$ cat src/rtl/param_stack_cpu_if.sv
// Host/lab-side bus of param_stack_cpu: run control, IMEM loader, I/O word and status.
//   master : host/loader side (drives start, prog_*, data_in; observes status)
//   slave  : processor side
interface param_stack_cpu_if #(
  parameter int DATA_W = 8,
  parameter int PC_W   = 5
);
  logic              start;
  logic              prog_we;
  logic [PC_W-1:0]   prog_addr;
  logic [DATA_W+3:0] prog_data;
  logic [DATA_W-1:0] data_in;
  logic [DATA_W-1:0] data_out;
  logic              out_valid;
  logic              busy;
  logic              halted;
  logic              fault;
  logic [1:0]        fault_code;
  logic [PC_W-1:0]   pc;

  modport master (
    output start, prog_we, prog_addr, prog_data, data_in,
    input  data_out, out_valid, busy, halted, fault, fault_code, pc
  );

  modport slave (
    input  start, prog_we, prog_addr, prog_data, data_in,
    output data_out, out_valid, busy, halted, fault, fault_code, pc
  );
endinterface

$ cat src/rtl/param_stack_cpu.sv
// Parametrised stack processor, one instruction per clock.
// Ports:
//   clk  : single clock, all state on rising edge
//   rst  : synchronous active-high reset
//   bus  : param_stack_cpu_if.slave -- start, IMEM loader (prog_we/addr/data),
//          data_in (IN_ADDR read), data_out/out_valid (OUT_ADDR write),
//          busy/halted/fault/fault_code status and current pc.
// IMEM and DMEM are not cleared by reset. DMEM word IN_ADDR reads as data_in,
// DMEM word OUT_ADDR also drives data_out when POPped to.
module param_stack_cpu #(
  parameter int DATA_W  = 8,
  parameter int DEPTH   = 8,
  parameter int PC_W    = 5,
  parameter int DMEM_AW = 8
) (
  input  logic               clk,
  input  logic               rst,
  param_stack_cpu_if.slave   bus
);
  localparam int SP_W  = $clog2(DEPTH) + 1;
  localparam int IDX_W = $clog2(DEPTH);
  localparam int IW    = 4 + DATA_W;
  localparam logic [DMEM_AW-1:0] OUT_ADDR = '1;
  localparam logic [DMEM_AW-1:0] IN_ADDR  = OUT_ADDR - DMEM_AW'(1);

  typedef enum logic [1:0] {S_IDLE, S_RUN, S_HALT, S_FAULT} state_t;
  typedef enum logic [3:0] {
    OP_PUSHC = 4'd0, OP_PUSH = 4'd1, OP_POP = 4'd2, OP_JUMP = 4'd3,
    OP_JZ    = 4'd4, OP_JS   = 4'd5, OP_ADD = 4'd6, OP_SUB  = 4'd7,
    OP_DUP   = 4'd8, OP_SWAP = 4'd9, OP_HALT = 4'd15
  } op_t;

  logic [IW-1:0]     imem [2**PC_W];
  logic [DATA_W-1:0] dmem [2**DMEM_AW];
  logic [DATA_W-1:0] stk  [DEPTH];

  state_t            state, state_nxt;
  logic [PC_W-1:0]   pc_q, pc_nxt;
  logic [SP_W-1:0]   sp, sp_nxt;
  logic              zero, zero_nxt, sign, sign_nxt;
  logic [DATA_W-1:0] dout_q, dout_nxt;
  logic              ov_q, ov_nxt;
  logic [1:0]        code_q, code_nxt;

  logic [IW-1:0]      instr;
  logic [3:0]         opcode;
  logic [DATA_W-1:0]  v, t_val, n_val, res, rd_val;
  logic [DMEM_AW-1:0] addr;
  logic [SP_W-1:0]    sp_m1, sp_p1, need;
  logic [IDX_W-1:0]   sp_idx, t_idx, n_idx;
  logic [PC_W-1:0]    pc_inc;
  logic               grow, illegal;
  logic [1:0]         chk_code;

  logic               wa_en, wb_en, dm_we;
  logic [IDX_W-1:0]   wa_idx, wb_idx;
  logic [DATA_W-1:0]  wa_data, wb_data;

  assign instr  = imem[pc_q];
  assign opcode = instr[IW-1 -: 4];
  assign v      = instr[DATA_W-1:0];
  assign addr   = v[DMEM_AW-1:0];
  assign sp_m1  = sp - SP_W'(1);
  assign sp_p1  = sp + SP_W'(1);
  assign sp_idx = sp[IDX_W-1:0];
  assign t_idx  = sp_m1[IDX_W-1:0];
  assign n_idx  = t_idx - IDX_W'(1);
  assign t_val  = stk[t_idx];
  assign n_val  = stk[n_idx];
  assign pc_inc = pc_q + PC_W'(1);
  assign res    = (opcode == OP_ADD) ? n_val + t_val : n_val - t_val;
  assign rd_val = (addr == IN_ADDR) ? bus.data_in : dmem[addr];

  // Operand/space requirement per opcode; priority illegal > underflow > overflow.
  always_comb begin
    need    = '0;
    grow    = 1'b0;
    illegal = 1'b0;
    case (opcode)
      OP_PUSHC, OP_PUSH:             grow = 1'b1;
      OP_POP, OP_JUMP, OP_JZ, OP_JS: need = SP_W'(1);
      OP_DUP:                        begin need = SP_W'(1); grow = 1'b1; end
      OP_ADD, OP_SUB, OP_SWAP:       need = SP_W'(2);
      OP_HALT:                       ;
      default:                       illegal = 1'b1;
    endcase
    if (illegal)                                chk_code = 2'd3;
    else if (sp < need)                         chk_code = 2'd2;
    else if (grow && (sp == SP_W'(DEPTH)))      chk_code = 2'd1;
    else                                        chk_code = 2'd0;
  end

  always_comb begin
    state_nxt = state;
    pc_nxt    = pc_q;
    sp_nxt    = sp;
    zero_nxt  = zero;
    sign_nxt  = sign;
    dout_nxt  = dout_q;
    ov_nxt    = 1'b0;
    code_nxt  = code_q;
    wa_en     = 1'b0;
    wa_idx    = sp_idx;
    wa_data   = v;
    wb_en     = 1'b0;
    wb_idx    = n_idx;
    wb_data   = t_val;
    dm_we     = 1'b0;
    case (state)
      S_IDLE: if (bus.start) state_nxt = S_RUN;
      S_RUN: begin
        if (chk_code != 2'd0) begin
          // faulting instruction leaves pc, stack, flags and memories untouched
          state_nxt = S_FAULT;
          code_nxt  = chk_code;
        end else begin
          pc_nxt = pc_inc;
          case (opcode)
            OP_PUSHC: begin wa_en = 1'b1; sp_nxt = sp_p1; end
            OP_PUSH:  begin wa_en = 1'b1; wa_data = rd_val; sp_nxt = sp_p1; end
            OP_POP: begin
              dm_we  = 1'b1;
              sp_nxt = sp_m1;
              if (addr == OUT_ADDR) begin
                dout_nxt = t_val;
                ov_nxt   = 1'b1;
              end
            end
            OP_JUMP: begin sp_nxt = sp_m1; pc_nxt = t_val[PC_W-1:0]; end
            OP_JZ: begin
              sp_nxt = sp_m1;
              if (zero) pc_nxt = t_val[PC_W-1:0];
            end
            OP_JS: begin
              sp_nxt = sp_m1;
              if (sign) pc_nxt = t_val[PC_W-1:0];
            end
            OP_ADD, OP_SUB: begin
              wa_en    = 1'b1;
              wa_idx   = n_idx;
              wa_data  = res;
              sp_nxt   = sp_m1;
              zero_nxt = (res == '0);
              sign_nxt = res[DATA_W-1];
            end
            OP_DUP:  begin wa_en = 1'b1; wa_data = t_val; sp_nxt = sp_p1; end
            OP_SWAP: begin
              wa_en   = 1'b1;
              wa_idx  = t_idx;
              wa_data = n_val;
              wb_en   = 1'b1;
            end
            OP_HALT: begin state_nxt = S_HALT; pc_nxt = pc_q; end
            default: ;
          endcase
        end
      end
      default: ;
    endcase
  end

  always_ff @(posedge clk) begin
    if (rst) begin
      state  <= S_IDLE;
      pc_q   <= '0;
      sp     <= '0;
      zero   <= 1'b0;
      sign   <= 1'b0;
      dout_q <= '0;
      ov_q   <= 1'b0;
      code_q <= 2'd0;
    end else begin
      state  <= state_nxt;
      pc_q   <= pc_nxt;
      sp     <= sp_nxt;
      zero   <= zero_nxt;
      sign   <= sign_nxt;
      dout_q <= dout_nxt;
      ov_q   <= ov_nxt;
      code_q <= code_nxt;
    end
  end

  // Memories are not reset; rst only suppresses the in-flight instruction's writes.
  always_ff @(posedge clk) begin
    if (bus.prog_we && (state != S_RUN)) imem[bus.prog_addr] <= bus.prog_data;
    if (!rst) begin
      if (wa_en) stk[wa_idx] <= wa_data;
      if (wb_en) stk[wb_idx] <= wb_data;
      if (dm_we) dmem[addr]  <= t_val;
    end
  end

  assign bus.data_out   = dout_q;
  assign bus.out_valid  = ov_q;
  assign bus.busy       = (state == S_RUN);
  assign bus.halted     = (state == S_HALT);
  assign bus.fault      = (state == S_FAULT);
  assign bus.fault_code = code_q;
  assign bus.pc         = pc_q;
endmodule

$ cat src/flat_wrapper.sv
// flat-port wrapper written by rule: the top's interface ports become plain ports
module param_stack_cpu_flat 
#(
  parameter int DATA_W  = 8,
  parameter int DEPTH   = 8,
  parameter int PC_W    = 5,
  parameter int DMEM_AW = 8
)
  (clk, rst, bus_start, bus_prog_we, bus_prog_addr, bus_prog_data, bus_data_in, bus_data_out, bus_out_valid, bus_busy, bus_halted, bus_fault, bus_fault_code, bus_pc);
  param_stack_cpu_if #(.DATA_W(DATA_W), .PC_W(PC_W)) bus_i ();
  input  logic clk;
  input  logic rst;
  input wire logic [$bits(bus_i.start)-1:0] bus_start;
  input wire logic [$bits(bus_i.prog_we)-1:0] bus_prog_we;
  input wire logic [$bits(bus_i.prog_addr)-1:0] bus_prog_addr;
  input wire logic [$bits(bus_i.prog_data)-1:0] bus_prog_data;
  input wire logic [$bits(bus_i.data_in)-1:0] bus_data_in;
  output wire logic [$bits(bus_i.data_out)-1:0] bus_data_out;
  output wire logic [$bits(bus_i.out_valid)-1:0] bus_out_valid;
  output wire logic [$bits(bus_i.busy)-1:0] bus_busy;
  output wire logic [$bits(bus_i.halted)-1:0] bus_halted;
  output wire logic [$bits(bus_i.fault)-1:0] bus_fault;
  output wire logic [$bits(bus_i.fault_code)-1:0] bus_fault_code;
  output wire logic [$bits(bus_i.pc)-1:0] bus_pc;
  assign bus_i.start = bus_start;
  assign bus_i.prog_we = bus_prog_we;
  assign bus_i.prog_addr = bus_prog_addr;
  assign bus_i.prog_data = bus_prog_data;
  assign bus_i.data_in = bus_data_in;
  assign bus_data_out = bus_i.data_out;
  assign bus_out_valid = bus_i.out_valid;
  assign bus_busy = bus_i.busy;
  assign bus_halted = bus_i.halted;
  assign bus_fault = bus_i.fault;
  assign bus_fault_code = bus_i.fault_code;
  assign bus_pc = bus_i.pc;
  param_stack_cpu #(.DATA_W(DATA_W), .DEPTH(DEPTH), .PC_W(PC_W), .DMEM_AW(DMEM_AW)) u_core (.clk(clk), .rst(rst), .bus(bus_i));
endmodule
$ cat config.mk
export PLATFORM = sky130hd
export DESIGN_NAME = param_stack_cpu_flat
export DESIGN_NICKNAME = d
export VERILOG_FILES = /design/src/rtl/param_stack_cpu_if.sv /design/src/rtl/param_stack_cpu.sv /design/src/flat_wrapper.sv
export SDC_FILE = /design/constraint.sdc
export NUM_CORES = 2
export LEC_CHECK = 0
export ABC_AREA = 1
export CAP_MARGIN = 20
export CORE_MARGIN = 2
export CORE_UTILIZATION = 30
export DETAILED_ROUTE_END_ITERATION = 16
export PLACE_DENSITY = 0.55
export SLEW_MARGIN = 40
export SYNTH_ARGS = -nofsm -noshare
export SYNTH_HDL_FRONTEND = slang
export SYNTH_SLANG_ARGS = --single-unit
$ cat constraint.sdc
create_clock -name clk -period 8.6 [get_ports clk]
set_clock_uncertainty 0.2 [all_clocks]
set_input_delay 1.29 -clock clk [delete_from_list [all_inputs] [get_ports clk]]
set_output_delay 1.29 -clock clk [all_outputs]
set_load 0.01 [all_outputs]
# Word level (Yosys, flattened, before mapping)
# Memories as Yosys holds them, arrays and structs flattened. A register that Yosys moved wholly into a read port is not among the register bits.
# Cells that the tools add are included.
# totals
ff_bits	24
ramBits	2496
mem_count	3
wordCells	107
# memory_table
memory	words	word_bits	read_ports	rd_ports_with_merged_regs	wr	line_no	rtl
u_core.dmem	256	8	1	0	1	param_stack_cpu.sv:34	logic [DATA_W-1:0] dmem [2**DMEM_AW];
u_core.imem	32	12	1	1	1	param_stack_cpu.sv:33	logic [IW-1:0] imem [2**PC_W];
u_core.stk	8	8	2	0	2	param_stack_cpu.sv:35	logic [DATA_W-1:0] stk [DEPTH];
# classes
eq_ne	19
n_addsub	6
muxes	44
order_cmp	1
n_bitwise	4
n_reduce_logical	22
# ops
cell	count
2-to-1 mux 8 bit	4
case mux 8 bit (4 select lines)	1
2-to-1 mux 1 bit	23
2-to-1 mux 5 bit	4
case mux 5 bit (4 select lines)	1
== test 4 x 3 -> 1 bit, second input constant	4
== test 4 bit, second input constant	4
== test 8 bit, second input constant	2
AND reduction 3 bit	4
OR reduction 6 bit	2
OR reduction 11 bit	1
2-to-1 mux 2 bit	5
adder 8 bit	1
== test 4 x 2 -> 1 bit, second input constant	2
logical NOT 8 bit	1
case mux 2 bit (2 select lines)	2
case mux 4 bit (2 select lines)	1
subtractor 8 bit	1
2-to-1 mux 3 bit	2
case mux 3 bit (2 select lines)	1
nonzero test 2 bit	3
OR reduction 3 bit	2
adder 5 x 1 -> 5 bit, second input constant	1
OR reduction 5 bit	1
other kinds (18)	23

# Logic depth before layout (Yosys ltp)
# depth
depth_word	13
mapped_depth	34
depth_no_buf	31

# Worst setup path after synthesis
# No wires, ideal clock.
# synth_path
path_kind	reg2reg
startpoint	register u_core.sp[0]
endpoint	memory u_core.stk[7][7] (data pin)
setup_ns	0.268
stages_incl_launch_ff	30
slack_ns	-0.659
arrival_ns	8.790
path_cell_list	dfxtp_1 -> clkbuf_1 -> clkinv_1 -> clkbuf_1 -> clkbuf_1 -> ha_1 -> clkbuf_1 -> clkbuf_1 -> o21ai_0 -> o211ai_1 -> nand2_1 -> inv_1 -> clkbuf_1 -> xor2_1 -> inv_1 -> ha_1 -> a21oi_1 -> nand2_1 -> a21oi_1 -> o21bai_1 -> nand2_1 -> nand2_1 -> a21oi_1 -> xor2_1 -> xor2_1 -> o221ai_1 -> nor2_1 -> nand2_2 -> nand3_1 -> nand2_1
# synth_rtl
item	line_no	rtl
start, declared	param_stack_cpu.sv:39	logic [SP_W-1:0] sp, sp_nxt;
start signal, assigned	param_stack_cpu.sv:175	sp <= sp_nxt;
end, declared	param_stack_cpu.sv:35	

==> results by group <==
Floorplan
  – Die span in y: 619 um
  – Core Footprint: 0.376 sq mm
  – Die width: roughly 620 um
  – I/O Pins: 48
  – Die Area: 0.384 sq mm
  – Num rows: 225
  – Initial Util: 0.302

Layout
  – Area delta synth->final: 12.4%
  – Commonest cells after routing, fill and taps aside: 4282 x nand2_1, 2496 x edfxtp_1, 1113 x inv_1, 798 x nor2_1, 707 x o21ai_0
  – Final net count: 11200
  – Post-layout util: 0.339
  – Fraction of layout cells with a size suffix above 1: 0.0620
  – Commonest non-fill, non-tap cell in the layout: nand2_1

Detailed routing
  – DR pass1 iterations: 6
  – DR WL/cell: 20.0 um
  – Drt via density: 4.70
  – Final WL: 326000 um
  – Drt drc: 0
  – Drt first-iter violations: 7892
  – DRT antenna net count: 0
  – Via count: between 70000 and 80000

Timing
  – Setup violations, final: 0
  – Final worst slack: 1.99 ns
  – Max-slew violations: 0
  – Tcrit/Tclk final: 0.769
  – Fin. Hold Viols: 0
  – RSZ-0062 raised after global routing: no
  – F_max: 151 MHz
  – Max_slew headroom: 0.285
  – Clock period minus worst slack: 6.61 ns
  – Worst-margin pin slew: 1.07 ns
  – Setup TNS: 0 ns

Placed design
  – GPL Wtd Cong: ~0.86
  – Pre-CTS setup slack: 1.86 ns
  – PortBufs: 47
  – Detailed Place HPWL: ~190000 um

Worst setup path
  – Most used cell, CP: nand2_1
  – Slowest cell on the critical path: nor2_1
  – Critical Path Max Stage Delay: 0.73 ns
  – Worst endpoint required time: 8.91 ns
  – CP Capture Type: flip-flop
  – Critical Path Start Type: flip-flop
  – CP max FO: 44
  – Worst path arrival time: 6.92 ns
  – CP cell instances: clkinv_2, buf_12, o21ai_1, o221ai_1, nand3_1, nand2_1, inv_1, nand2_1, o21ai_2, nand2_1, inv_1, nand2_1, nand2_1, inv_1, ha_1, nand2_1, nand2_4, nand3_4, nor2_2, nand2_2, nor2_4, buf_12, nand3_4, nor2_1
  – Reg2Reg Depth: 24
  – Kind of critical path: reg -> reg

GRT
  – Gr usage total: 0.166
  – First-pass GRT wire length: 482000 um
  – Largest net degree at the start of global routing: between 150 and 200
  – Antenna violations before repair: 8
  – Number of global-route vias before repair: 73200
  – GRT overflow: 0

Logic synthesis
  – Number of synthesized flops with an enable pin: 2496
  – Synthesized cell area: 0.114 sq mm
  – Gate Count Post-Synth: 11300
  – Sequential area share after synthesis: 0.665
  – FF+latch count, synth: about 2500
  – Syn avg cell area: 10.1 sq um
  – Synth async-reset ratio: 0
  – Top_reg_cell synth: edfxtp_1
  – Syn Nets: 11300
  – Synth warn: 0
  – Distinct cell type count after synthesis: 52

Power and ir drop
  – Sw Ratio: 0.420
  – Power density cells: 370 mW/mm^2
  – Seq pwr share: 0.372
  – Sw Pwr: between 0.015 and 0.02 W
  – Internal power: around 0.027 W
  – Clk pwr share: 0.226
  – Total chip power: about 0.047 W
  – Worst vdd ir: 479 uV
  – Leakage: 50.7 nW
  – Combinational fraction of design power: 0.402

CTS
  – Resized cells post-CTS: 0
  – Hold_buf cts: 0
  – Clock-pin slew on the worst setup and hold paths: about 0.060 ns
  – Htree depth: 4
  – Setup bufs post-CTS: 0
  – Clk buf depth: 4
  – Clock latency on the worst-skew pair: 0.94 ns
  – CTS tree: yes
  – CTS root buf: clkbuf_16
  – # clock sinks: 2525
  – CTS buffer count: 248

Min path
  – HP Class: reg -> reg
  – WHS Path Cells: 2

Flow run
  – Number of max-cap violations: 0

Status
  – Outcome: finished clean
==> final timing paths <==
| kind | start | to | slack, ns |
|---|---|---|---|
| min reg2reg | u_core.bus.fault_code[1] | u_core.bus.fault_code[1] | 0.28 |
| min | u_core.bus.fault_code[1] | u_core.bus.fault_code[1] | 0.28 |
| max reg2reg | flip-flop | u_core.dmem[172][0] | 1.99 |
| max | flip-flop | u_core.dmem[172][0] | 1.99 |
==> metal layers <==
layer  global-route usage  part of all wire  vias up
met5                    0           0.00013        -
met4               0.0576             0.034        6
met3               0.0243             0.067      538
met2                0.271              0.46     2461
met1                0.225              0.44    37000
li1                     -                 -    36800
==> cells in the mapped netlist, types with 10 or more instances <==
master,n,share of area
xor2_1,12,0.00093
a21oi_1,58,0.0026
buf_4,23,0.0015
buf_2,258,0.011
ha_1,14,0.0015
nand3_4,10,0.0015
nand3_1,217,0.0096
buf_6,31,0.0031
inv_1,1117,0.037
inv_2,14,0.00046
nand2_2,14,0.00077
dfxtp_1,29,0.0051
edfxtp_1,2496,0.66
o22ai_1,21,0.0012
nand4_1,55,0.0030
o221ai_1,66,0.0051
o21ai_1,48,0.0021
o211ai_1,27,0.0018
buf_1,42,0.0014
a211oi_1,11,0.00073
clkbuf_1,278,0.0092
nand3b_1,505,0.033
o21ai_0,718,0.032
nand2_1,4301,0.14
nor2_1,849,0.028
==> power by group through the flow <==
stage                     logic (W)  registers (W)  clock network [W]
after global routing         0.0206         0.0176             0.0113
after global placement       0.0187         0.0179                  0
final                        0.0190         0.0176             0.0107
after floorplan              0.0103         0.0183                  0
after detailed placement     0.0188         0.0178                  0
after CTS                    0.0189         0.0176             0.0108
==> area by class of cell <==
| class | instances | area (sq um) |
|---|---|---|
| sequential | 2525 | 75500 |
| clock inverter | 146 | 1310 |
| tap | 4994 | 6250 |
| inverter | 1136 | 4320 |
| multi-input combinational | 6988 | 31100 |
| timing repair buffer | 262 | 2690 |
| fill | 38000 | 248000 |
| clock buffer | 292 | 6410 |
| antenna | 5 | 12.5 |
==> cell families (layout without fill, tap and decap cells) <==
family          Yosys count  in the layout  share of synthesized area
xor+xnor                 19             19                    0.00147
fa+ha+maj                15             15                    0.00172
buf+inv                1769           1836                     0.0642
other cells               0              5                          0
mux                       3              3                   0.000264
simple gates           5977           5977                      0.220
flops                  2525           2525                      0.665
compound gates          974            974                     0.0470
==> worst max-delay path: cells and delay by family (launching register included) <==
kind	cells	cell delay [ns]
buffers and inverters	6	1.66
DFF	1	0.55
adders and majority gates	1	0.28
and+or+nand+nor	14	3.08
AOI/OAI and AO/OA	3	0.35
==> through the flow <==
step / hold slack [ns] / instance area [sq um] / instances
floorplan: 0.284 / 114000 / 11300
global placement: 0.269 / 119000 / 15900
detailed placement: 0.263 / 120000 / 15900
CTS: 0.279 / 127000 / 16300
global route: 0.309 / 128000 / 16300
finish: 0.279 / 128000 / 16300
==> state kept, by name (all words and copies together) (netlist names), named ones only <==
register	cells
u_core.bus.data_out	8
u_core.bus.fault_code	2
u_core.bus.out_valid	1
u_core.bus.pc	5
u_core.dmem	2048
u_core.imem	384
u_core.sign	1
u_core.sp	4
u_core.state	2
u_core.stk	64
u_core.zero	1
(Power assumes the default switching activity.)
